`config.mk`:
```
export PLATFORM = sky130hd
export DESIGN_NAME = bus_arbiter
export DESIGN_NICKNAME = d
export VERILOG_FILES = /design/src/rtl/bus_arbiter.sv
export SDC_FILE = /design/constraint.sdc
export NUM_CORES = 1
export LEC_CHECK = 0
export ABC_CLOCK_PERIOD_IN_PS = 3980
export BUFFER_PORTS_ARGS = -buffer_cell sky130_fd_sc_hd__clkbuf_2
export CAP_MARGIN = 15
export CORE_AREA = 2 2 135 137
export CTS_BUF_LIST = sky130_fd_sc_hd__clkbuf_16
export DETAILED_ROUTE_END_ITERATION = 8
export DIE_AREA = 0 0 137 139
export PLACE_DENSITY = 0.49
export RECOVER_POWER = 25
export SYNTH_ARGS = -nofsm -noshare
export SYNTH_HDL_FRONTEND = slang
export SYNTH_SLANG_ARGS = --single-unit
export TNS_END_PERCENT = 100
```
`constraint.sdc`:
```
create_clock -name clk -period 3.98 [get_ports clk]
set_input_delay 0.199 -clock clk [delete_from_list [all_inputs] [get_ports clk]]
set_output_delay 0.199 -clock clk [all_outputs]
set_load 0.01 [all_outputs]
```
`src/rtl/bus_arbiter.sv`:
```
// Two-master round-robin arbiter for the native memory bus. A per-transfer
// watchdog force-completes transfers to slaves that never raise s_ready.
module bus_arbiter #(
  parameter int          TIMEOUT       = 255,
  parameter int          CNT_W         = 8,
  parameter logic [31:0] TIMEOUT_RDATA = 32'hDEAD_BEEF
) (
  input  logic        clk,
  input  logic        resetn,

  input  logic        m0_valid,
  input  logic        m0_instr,
  input  logic [31:0] m0_addr,
  input  logic [31:0] m0_wdata,
  input  logic [3:0]  m0_wstrb,
  output logic        m0_ready,
  output logic [31:0] m0_rdata,

  input  logic        m1_valid,
  input  logic [31:0] m1_addr,
  input  logic [31:0] m1_wdata,
  input  logic [3:0]  m1_wstrb,
  output logic        m1_ready,
  output logic [31:0] m1_rdata,

  output logic        s_valid,
  output logic        s_instr,
  output logic [31:0] s_addr,
  output logic [31:0] s_wdata,
  output logic [3:0]  s_wstrb,
  input  logic        s_ready,
  input  logic [31:0] s_rdata,

  output logic        timeout_err,
  output logic [31:0] err_addr,
  output logic        err_master
);

  typedef enum logic [1:0] {
    IDLE = 2'd0,
    GNT0 = 2'd1,
    GNT1 = 2'd2
  } state_t;

  localparam bit              LP_WDOG_EN  = (TIMEOUT > 0);
  localparam logic [CNT_W-1:0] LP_CNT_LAST = (TIMEOUT > 0) ? CNT_W'(TIMEOUT - 1) : '0;
  localparam logic [CNT_W-1:0] LP_CNT_MAX  = '1;

  state_t           r_state;
  state_t           w_nextState;
  logic             r_lastGrant;
  logic             w_lastGrantNext;
  logic [CNT_W-1:0] r_cnt;
  logic [CNT_W-1:0] w_cntNext;
  logic             r_timeoutErr;
  logic [31:0]      r_errAddr;
  logic             r_errMaster;

  logic             w_sel;
  logic             w_selValid;
  logic [31:0]      w_selAddr;
  logic [31:0]      w_selWdata;
  logic [3:0]       w_selWstrb;
  logic             w_selReady;
  logic [31:0]      w_selRdata;
  logic             w_timeout;

  // Index of the master currently owning the bus (meaningful only in GNT0/GNT1).
  assign w_sel = (r_state == GNT1);

  always_comb begin
    w_selValid = m0_valid;
    w_selAddr  = m0_addr;
    w_selWdata = m0_wdata;
    w_selWstrb = m0_wstrb;
    if (w_sel) begin
      w_selValid = m1_valid;
      w_selAddr  = m1_addr;
      w_selWdata = m1_wdata;
      w_selWstrb = m1_wstrb;
    end
  end

  // Next-state and output logic. A dropped request takes priority over the
  // watchdog: with nothing outstanding there is no transfer left to terminate.
  always_comb begin
    w_nextState     = r_state;
    w_lastGrantNext = r_lastGrant;
    w_cntNext       = r_cnt;
    w_timeout       = 1'b0;
    w_selReady      = 1'b0;
    w_selRdata      = '0;
    s_valid         = 1'b0;
    s_instr         = 1'b0;
    s_addr          = '0;
    s_wdata         = '0;
    s_wstrb         = '0;
    m0_ready        = 1'b0;
    m0_rdata        = '0;
    m1_ready        = 1'b0;
    m1_rdata        = '0;

    case (r_state)
      IDLE: begin
        w_cntNext = '0;
        if (m0_valid && m1_valid) begin
          w_nextState = r_lastGrant ? GNT0 : GNT1;
        end else if (m0_valid) begin
          w_nextState = GNT0;
        end else if (m1_valid) begin
          w_nextState = GNT1;
        end
      end

      GNT0, GNT1: begin
        s_valid = w_selValid;
        s_instr = w_sel ? 1'b0 : m0_instr;
        s_addr  = w_selAddr;
        s_wdata = w_selWdata;
        s_wstrb = w_selWstrb;

        w_timeout  = LP_WDOG_EN && !s_ready && w_selValid && (r_cnt == LP_CNT_LAST);
        w_selReady = s_ready || w_timeout;
        w_selRdata = w_timeout ? TIMEOUT_RDATA : s_rdata;

        if (w_sel) begin
          m1_ready = w_selReady;
          m1_rdata = w_selRdata;
        end else begin
          m0_ready = w_selReady;
          m0_rdata = w_selRdata;
        end

        if (s_ready || w_timeout) begin
          w_nextState     = IDLE;
          w_lastGrantNext = w_sel;
          w_cntNext       = '0;
        end else if (!w_selValid) begin
          w_nextState = IDLE;
          w_cntNext   = '0;
        end else if (r_cnt != LP_CNT_MAX) begin
          w_cntNext = r_cnt + 1'b1;
        end
      end

      default: begin
        w_nextState = IDLE;
        w_cntNext   = '0;
      end
    endcase
  end

  always_ff @(posedge clk or negedge resetn) begin
    if (!resetn) begin
      r_state     <= IDLE;
      r_lastGrant <= 1'b1;
      r_cnt       <= '0;
    end else begin
      r_state     <= w_nextState;
      r_lastGrant <= w_lastGrantNext;
      r_cnt       <= w_cntNext;
    end
  end

  // Error reporting: pulse one cycle after the forced completion and keep the
  // offending address/master until the next timeout.
  always_ff @(posedge clk or negedge resetn) begin
    if (!resetn) begin
      r_timeoutErr <= 1'b0;
      r_errAddr    <= '0;
      r_errMaster  <= 1'b0;
    end else begin
      r_timeoutErr <= w_timeout;
      if (w_timeout) begin
        r_errAddr   <= w_selAddr;
        r_errMaster <= w_sel;
      end
    end
  end

  assign timeout_err = r_timeoutErr;
  assign err_addr    = r_errAddr;
  assign err_master  = r_errMaster;

endmodule

```
=== Word-level counts from Yosys, hierarchy flattened ===
Cells that the tools add are included.

* Add/sub/neg operators: 1
* Equality and inequality tests: 7
* Multiplexer cells: 31
* Reduce and logical (&&, ||, !) cells: 9

{| class="wikitable"
|+ Operators with widths
! kind !! count
|-
| two-way mux 32 bit || 9
|-
| two-way mux 8 bit || 4
|-
| two-way mux 2 bit || 6
|-
| two-way mux 1 bit || 9
|-
| adder 8 x 1 -> 8 bit, second input constant || 1
|-
| == test 8 bit, second input constant || 1
|-
| two-way mux 4 bit || 2
|-
| inequality test 4 bit, second input constant || 2
|-
| inequality test 8 bit, second input constant || 1
|-
| case mux 2 bit (2 select lines) || 1
|-
| AND reduction 2 bit || 2
|-
| logical AND 1 bit || 3
|-
| inequality test 3 bit, second input constant || 1
|-
| == test 2 x 1 -> 1 bit, second input constant || 1
|-
| == test 2 bit, second input constant || 1
|-
| logical NOT 2 bit || 1
|-
| OR reduction 2 bit || 1
|-
| logical NOT 1 bit || 1
|-
| logical OR 1 bit || 1
|}

* Register bits after elaboration: 45
* Input port bits: 174
* Output and inout bits: 170
* Word-level logic and storage cells: 54

=== Longest topological paths before layout ===
* Depth in word-level cells: 7
* Depth in mapped cells: 8
* Depth with buffers taken out: 6

=== Worst setup path before layout ===
Ideal clock, no wire load.

* Kind: reg-to-output
* From: reg r_state[0]
* To: out m1_rdata[0]
* Arrival: 1730 ps
* Required time: 3781 ps
* Slack: 2051 ps
* Stages on the path, launching flop included: 8
* Buffers on the path: 3
* Path through: dfrtp_1 inv_1 ha_1 clkbuf_1 buf_2 nand2_1 clkbuf_1 nor2_1

* Word-level cells in the longest chain between the ends: 7
* Elaborated cells on any way between the ends: 9
* Classes of those cells: eq/ne (2); mux (4); reduce/logical (3)

{| class="wikitable"
|+ Ends and longest elaborated chain
! element !! line !! RTL
|-
| start, declared || 49 || <nowiki>state_t r_state;</nowiki>
|-
| start signal, assigned || 159 || <nowiki>r_state <= w_nextState;</nowiki>
|-
| == test 2 bit (*) || 69 || <nowiki>assign w_sel = (r_state == GNT1);</nowiki>
|-
| via w_sel || 59 || <nowiki>logic w_sel;</nowiki>
|-
| two-way mux 1 bit || 76 || <nowiki>if (w_sel) begin</nowiki>
|-
| logical AND 1 bit (2 in a row) || 122 || <nowiki>w_timeout = LP_WDOG_EN && !s_ready && w_selValid && (r_cnt == LP_CNT_LAST);</nowiki>
|-
| two-way mux 32 bit || 124 || <nowiki>w_selRdata = w_timeout ? TIMEOUT_RDATA : s_rdata;</nowiki>
|-
| two-way mux 32 bit || 126 || <nowiki>if (w_sel) begin</nowiki>
|-
| two-way mux 32 bit (*) || 103 || <nowiki>case (r_state)</nowiki>
|-
| end, declared || 24 || <nowiki>output logic [31:0] m1_rdata,</nowiki>
|}

Mark *: on every way through the listed nets, which the timed path passes. The rest lies on a longest branch.

=== Worst setup path after layout ===
* From: reg r_state[0]
* To: out s_wdata[29]

* Word-level cells in the longest chain between the ends: 3
* Elaborated cells on any way between the ends: 5
* Classes of those cells: eq/ne (2); mux (2); reduce/logical (1)

{| class="wikitable"
|+ Ends and longest elaborated chain
! element !! line !! RTL
|-
| == test 2 bit (*) || 69 ||
|-
| via w_sel || 59 ||
|-
| two-way mux 32 bit / OR reduction 2 bit (equally long branches) || 76, 103 ||
|-
| two-way mux 32 bit (*) || 103 ||
|-
| end, declared || 29 || <nowiki>output logic [31:0] s_wdata,</nowiki>
|}

Marked as above.

==> flow_metrics.py <==
metrics = {
    "routing": {
        "avgRoutedWirePerCell_um": 14.9,
        "drcViolationCount": 0,
        "vias": 4036,
        "vias_per_cell": 4.08,
        "wl_mm": 14.7,
        "drt_first_iter_violations": 86,
        "dr.pass1.iters": 4,
        "antenna_left": 0,
    },
    "cells_and_area": {
        "drive_gt1_frac": 0.430,
        "diodes": 0,
        "multi_input_area_um2": 2300,
        "syn2layout_area_growth_pct": 54.3,
        "ff_latch_area_um2": 1130,
        "nNetsFinal": 939,
        "nFillCells": 2002,
    },
    "power": {
        "p_total_mw": 3.00,
        "seq_power_share": 0.163,
        "power_leakage_nw": 3.35,
        "clockPowerShare": 0.130,
        "p_per_area_nw_per_um2": 525,
        "ir_worst_vdd_mv": 0.249,
        "netSwitchingFraction": 0.463,
        "p_int_mw": 1.61,
        "power.switching_mw": 1.39,
        "combPwrFrac": 0.707,
    },
    "critical_path": {
        "endpoint": "s_wdata[29]",
        "cp_data_required_time_ns": 3.78,
        "rr_startpoint": "r_state[0]",
        "cp-startpoint": "r_state[0]",
        "r2r_slack_ns": 1.14,
        "critPathMaxFanout": 50,
        "worstSetupPathType": "reg -> out",
        "critPathSlowestCell": "buf_4",
        "r2r_cells": 7,
        "crit_arrival_ns": 2.75,
        "start_kind": "register",
        "cp_slowest_stage_delay_ns": 0.72,
        "worstReg2RegEnd": "err_addr[13]",
        "cp-end-kind": "output pin",
        "crit_chain": "inv_1 -> ha_4 -> buf_4 -> mux2i_1 -> nor2b_1 -> clkbuf_2",
    },
    "die": {
        "die_h_um": 139,
        "initial_utilization": 0.209,
        "fp.dieW_um": 137,
        "core_area_um2": 17700,
        "die-area_um2": 19000,
        "boundaryPins": 344,
        "rows": 49,
    },
    "placement": {
        "io_buffer_count": 343,
        "gp_congestion": 0.765,
        "place_ws_ns": 1.07,
        "place_hpwl_mm": 12.3,
    },
    "logic_synthesis": {
        "synth_cell_types": 37,
        "ys_seq_area_frac": 0.305,
        "ys_ff_latch": 45,
        "yosysWarnings": 0,
        "synth-simple-area-share": 0.294,
        "synth_fa_ha_area_frac": 0.0135,
        "synth.avg_cell_area_um2": 8.52,
        "syn_inst": 434,
        "synth_top_family_by_area": "simple AND/OR/NAND/NOR gates",
        "synth.area.mux_share": 0.285,
        "synthesis.area_um2": 3700,
        "synth_compound_area_frac": 0.0196,
        "synth_xor_area_frac": 0.00474,
        "syn_nets": 612,
    },
    "clock_network": {
        "cts.sinks": 45,
        "clockRootBuffer": "clkbuf_16",
        "cts_resized": 0,
        "clk_transition_reported_paths_ns": 0.06,
        "htreeDepth": 2,
        "clkLatencyLatePin_ns": 0.28,
        "cts_buffers": 5,
        "tritoncts": "built",
        "clock_tree.buffer_depth": 2,
    },
    "grt": {
        "overflow": 0,
        "grt_pass1_wl_mm": 21.6,
        "grt_max_degree": 75,
        "grtUsageTotal": 0.145,
        "grt_pass1_vias": 3862,
        "antenna_found_initial": 0,
    },
    "sta": {
        "max_freq_mhz": 339,
        "worst_slack_ns": 1.03,
        "slew_headroom": -0.434,
        "rsz0062_at_grt": "false",
        "fin_crit_ns": 2.95,
        "hold_viol_final": 0,
        "period_share": 0.741,
        "worst_clock_skew_ns": 0.00970,
        "worst_hold_slack_ns": 0.228,
        "setup_tns_ns": 0,
        "report.final.setup_viol": 0,
        "tightest_slew_ns": 2.15,
        "drv_slew": 40,
    },
    "outcome": {
        "status": "finished with violations",
        "failed_checks": "capacitance limit, slew limit",
    },
    "worst_hold_path": {
        "whs_path_depth": 3,
        "hold_class": "in -> reg",
    },
    "run": {
        "maxCapViolCount": 1,
    },
}
[registers in the layout, summed over array words and instances, names as in the netlist]
name         cells
err_addr        32
r_cnt            8
r_state          2
err_master       1
r_lastGrant      1
timeout_err      1
[final cells by class]
type | count | area share
multi-input combinational | 323 | 0.402
clock buffer | 5 | 0.0219
inverter | 36 | 0.0237
timing repair buffer | 350 | 0.302
clock inverter | 2 | 0.00197
tap | 229 | 0.0502
sequential | 45 | 0.198
[Yosys cell counts]
master / n / area share
nand3_1: 9 / 0.012
mux2_1: 1 / 0.0030
and4_1: 1 / 0.0024
nand2_1: 6 / 0.0061
mux2i_1: 104 / 0.28
and3_1: 18 / 0.030
o2111a_1: 1 / 0.0030
nor3_1: 2 / 0.0027
a21oi_1: 1 / 0.0014
a22oi_1: 1 / 0.0020
nor3b_4: 1 / 0.0051
buf_2: 11 / 0.015
ha_1: 4 / 0.014
buf_6: 3 / 0.0091
a211oi_1: 1 / 0.0020
buf_1: 1 / 0.0010
nor2_1: 80 / 0.081
buf_4: 2 / 0.0041
a21o_1: 1 / 0.0020
nand3_4: 1 / 0.0047
dfstp_2: 1 / 0.0071
or3_4: 1 / 0.0030
clkbuf_1: 13 / 0.013
inv_1: 36 / 0.037
nand2b_1: 5 / 0.0085
nor2b_1: 71 / 0.12
a31oi_1: 2 / 0.0034
nor4b_4: 1 / 0.0064
nand3b_1: 2 / 0.0041
and2_1: 2 / 0.0034
and2_0: 1 / 0.0017
o21ai_0: 1 / 0.0014
o211ai_1: 1 / 0.0020
o2bb2ai_1: 1 / 0.0024
nand4_1: 1 / 0.0017
xnor2_1: 2 / 0.0047
dfrtp_1: 44 / 0.30
[metal layers]
layer | routed length [um] | vias up | GRT usage
met4 | 115 | 0 | 0.0222
met1 | 5920 | 1786 | 0.169
met2 | 7770 | 172 | 0.277
met5 | 0 | - | 0
met3 | 922 | 7 | 0.0227
li1 | - | 2071 | -
[per-stage QoR]
| stage | area [um2] | utilization | std cells |
|---|---|---|---|
| floorplan | 3700 | - | 434 |
| global placement | 5610 | 0.318 | 982 |
| detailed placement | 5610 | 0.318 | 982 |
| CTS | 5750 | 0.326 | 990 |
| global route | 5710 | 0.323 | 990 |
| finish | 5710 | 0.323 | 990 |
[power by group through the flow]
| stage | sequential [mW] | clock [mW] | combinational (mW) |
|---|---|---|---|
| finish | 0.488 | 0.390 | 2.12 |
| global route | 0.490 | 0.429 | 2.32 |
| detailed placement | 0.496 | 0 | 2.18 |
| floorplan | 0.492 | 0 | 1.30 |
| global placement | 0.496 | 0 | 2.19 |
| CTS | 0.488 | 0.407 | 2.18 |
[kinds of logic (layout without fill, tap and decap cells)]
group	count (synthesis)	in the layout
and+or+nand+nor	202	202
muxes	105	105
buffers and inverters	66	393
DFF	45	45
AOI/OAI and AO/OA	10	10
adders and majority gates	4	4
xor gates and xnor gates	2	2
[layout by cell type, fill, tap and decap left out, types with 2 or more instances in the layout]
| master | n |
|---|---|
| clkbuf_2 | 308 |
| nor2b_1 | 71 |
| mux2i_1 | 104 |
| nand2_1 | 6 |
| xnor2_1 | 2 |
| and3_1 | 18 |
| a31oi_1 | 2 |
| nand3_1 | 9 |
| nor3_1 | 2 |
| nor2_1 | 80 |
| and2_1 | 2 |
| nand3b_1 | 2 |
| inv_1 | 36 |
| clkbuf_16 | 5 |
| ha_1 | 2 |
| dfrtp_1 | 44 |
| buf_4 | 5 |
| nand2b_1 | 4 |
| clkbuf_1 | 36 |
[worst min path at each step]
stage / startpoint / end / slack [ns]
after global placement: resetn / err_addr[21] / 0.04
after detailed placement: resetn / err_addr[21] / 0.04
final: m0_addr[3] / err_addr[3] / 0.23
after global routing: m0_addr[8] / err_addr[8] / 0.24
after CTS: m0_addr[1] / err_addr[1] / 0.22
after floorplan: resetn / err_addr[0] / -0.1
[worst max-delay path, delay by kind of cell, from the launching register on]
kind,cells,cell delay [ns]
buffers and inverters,3,1.01
adder cells (fa/ha/maj),1,0.46
multiplexers,1,0.49
AND/OR/NAND/NOR,1,0.10
flip-flops,1,0.37
[repair_timing]
| action | CTS | global route |
|---|---|---|
| hold buffers | 1 | 0 |
| hold endpoints to repair | 6 | 0 |
| buffers inserted | 0 | 0 |
Note: power is estimated with default switching activity, not from simulation.
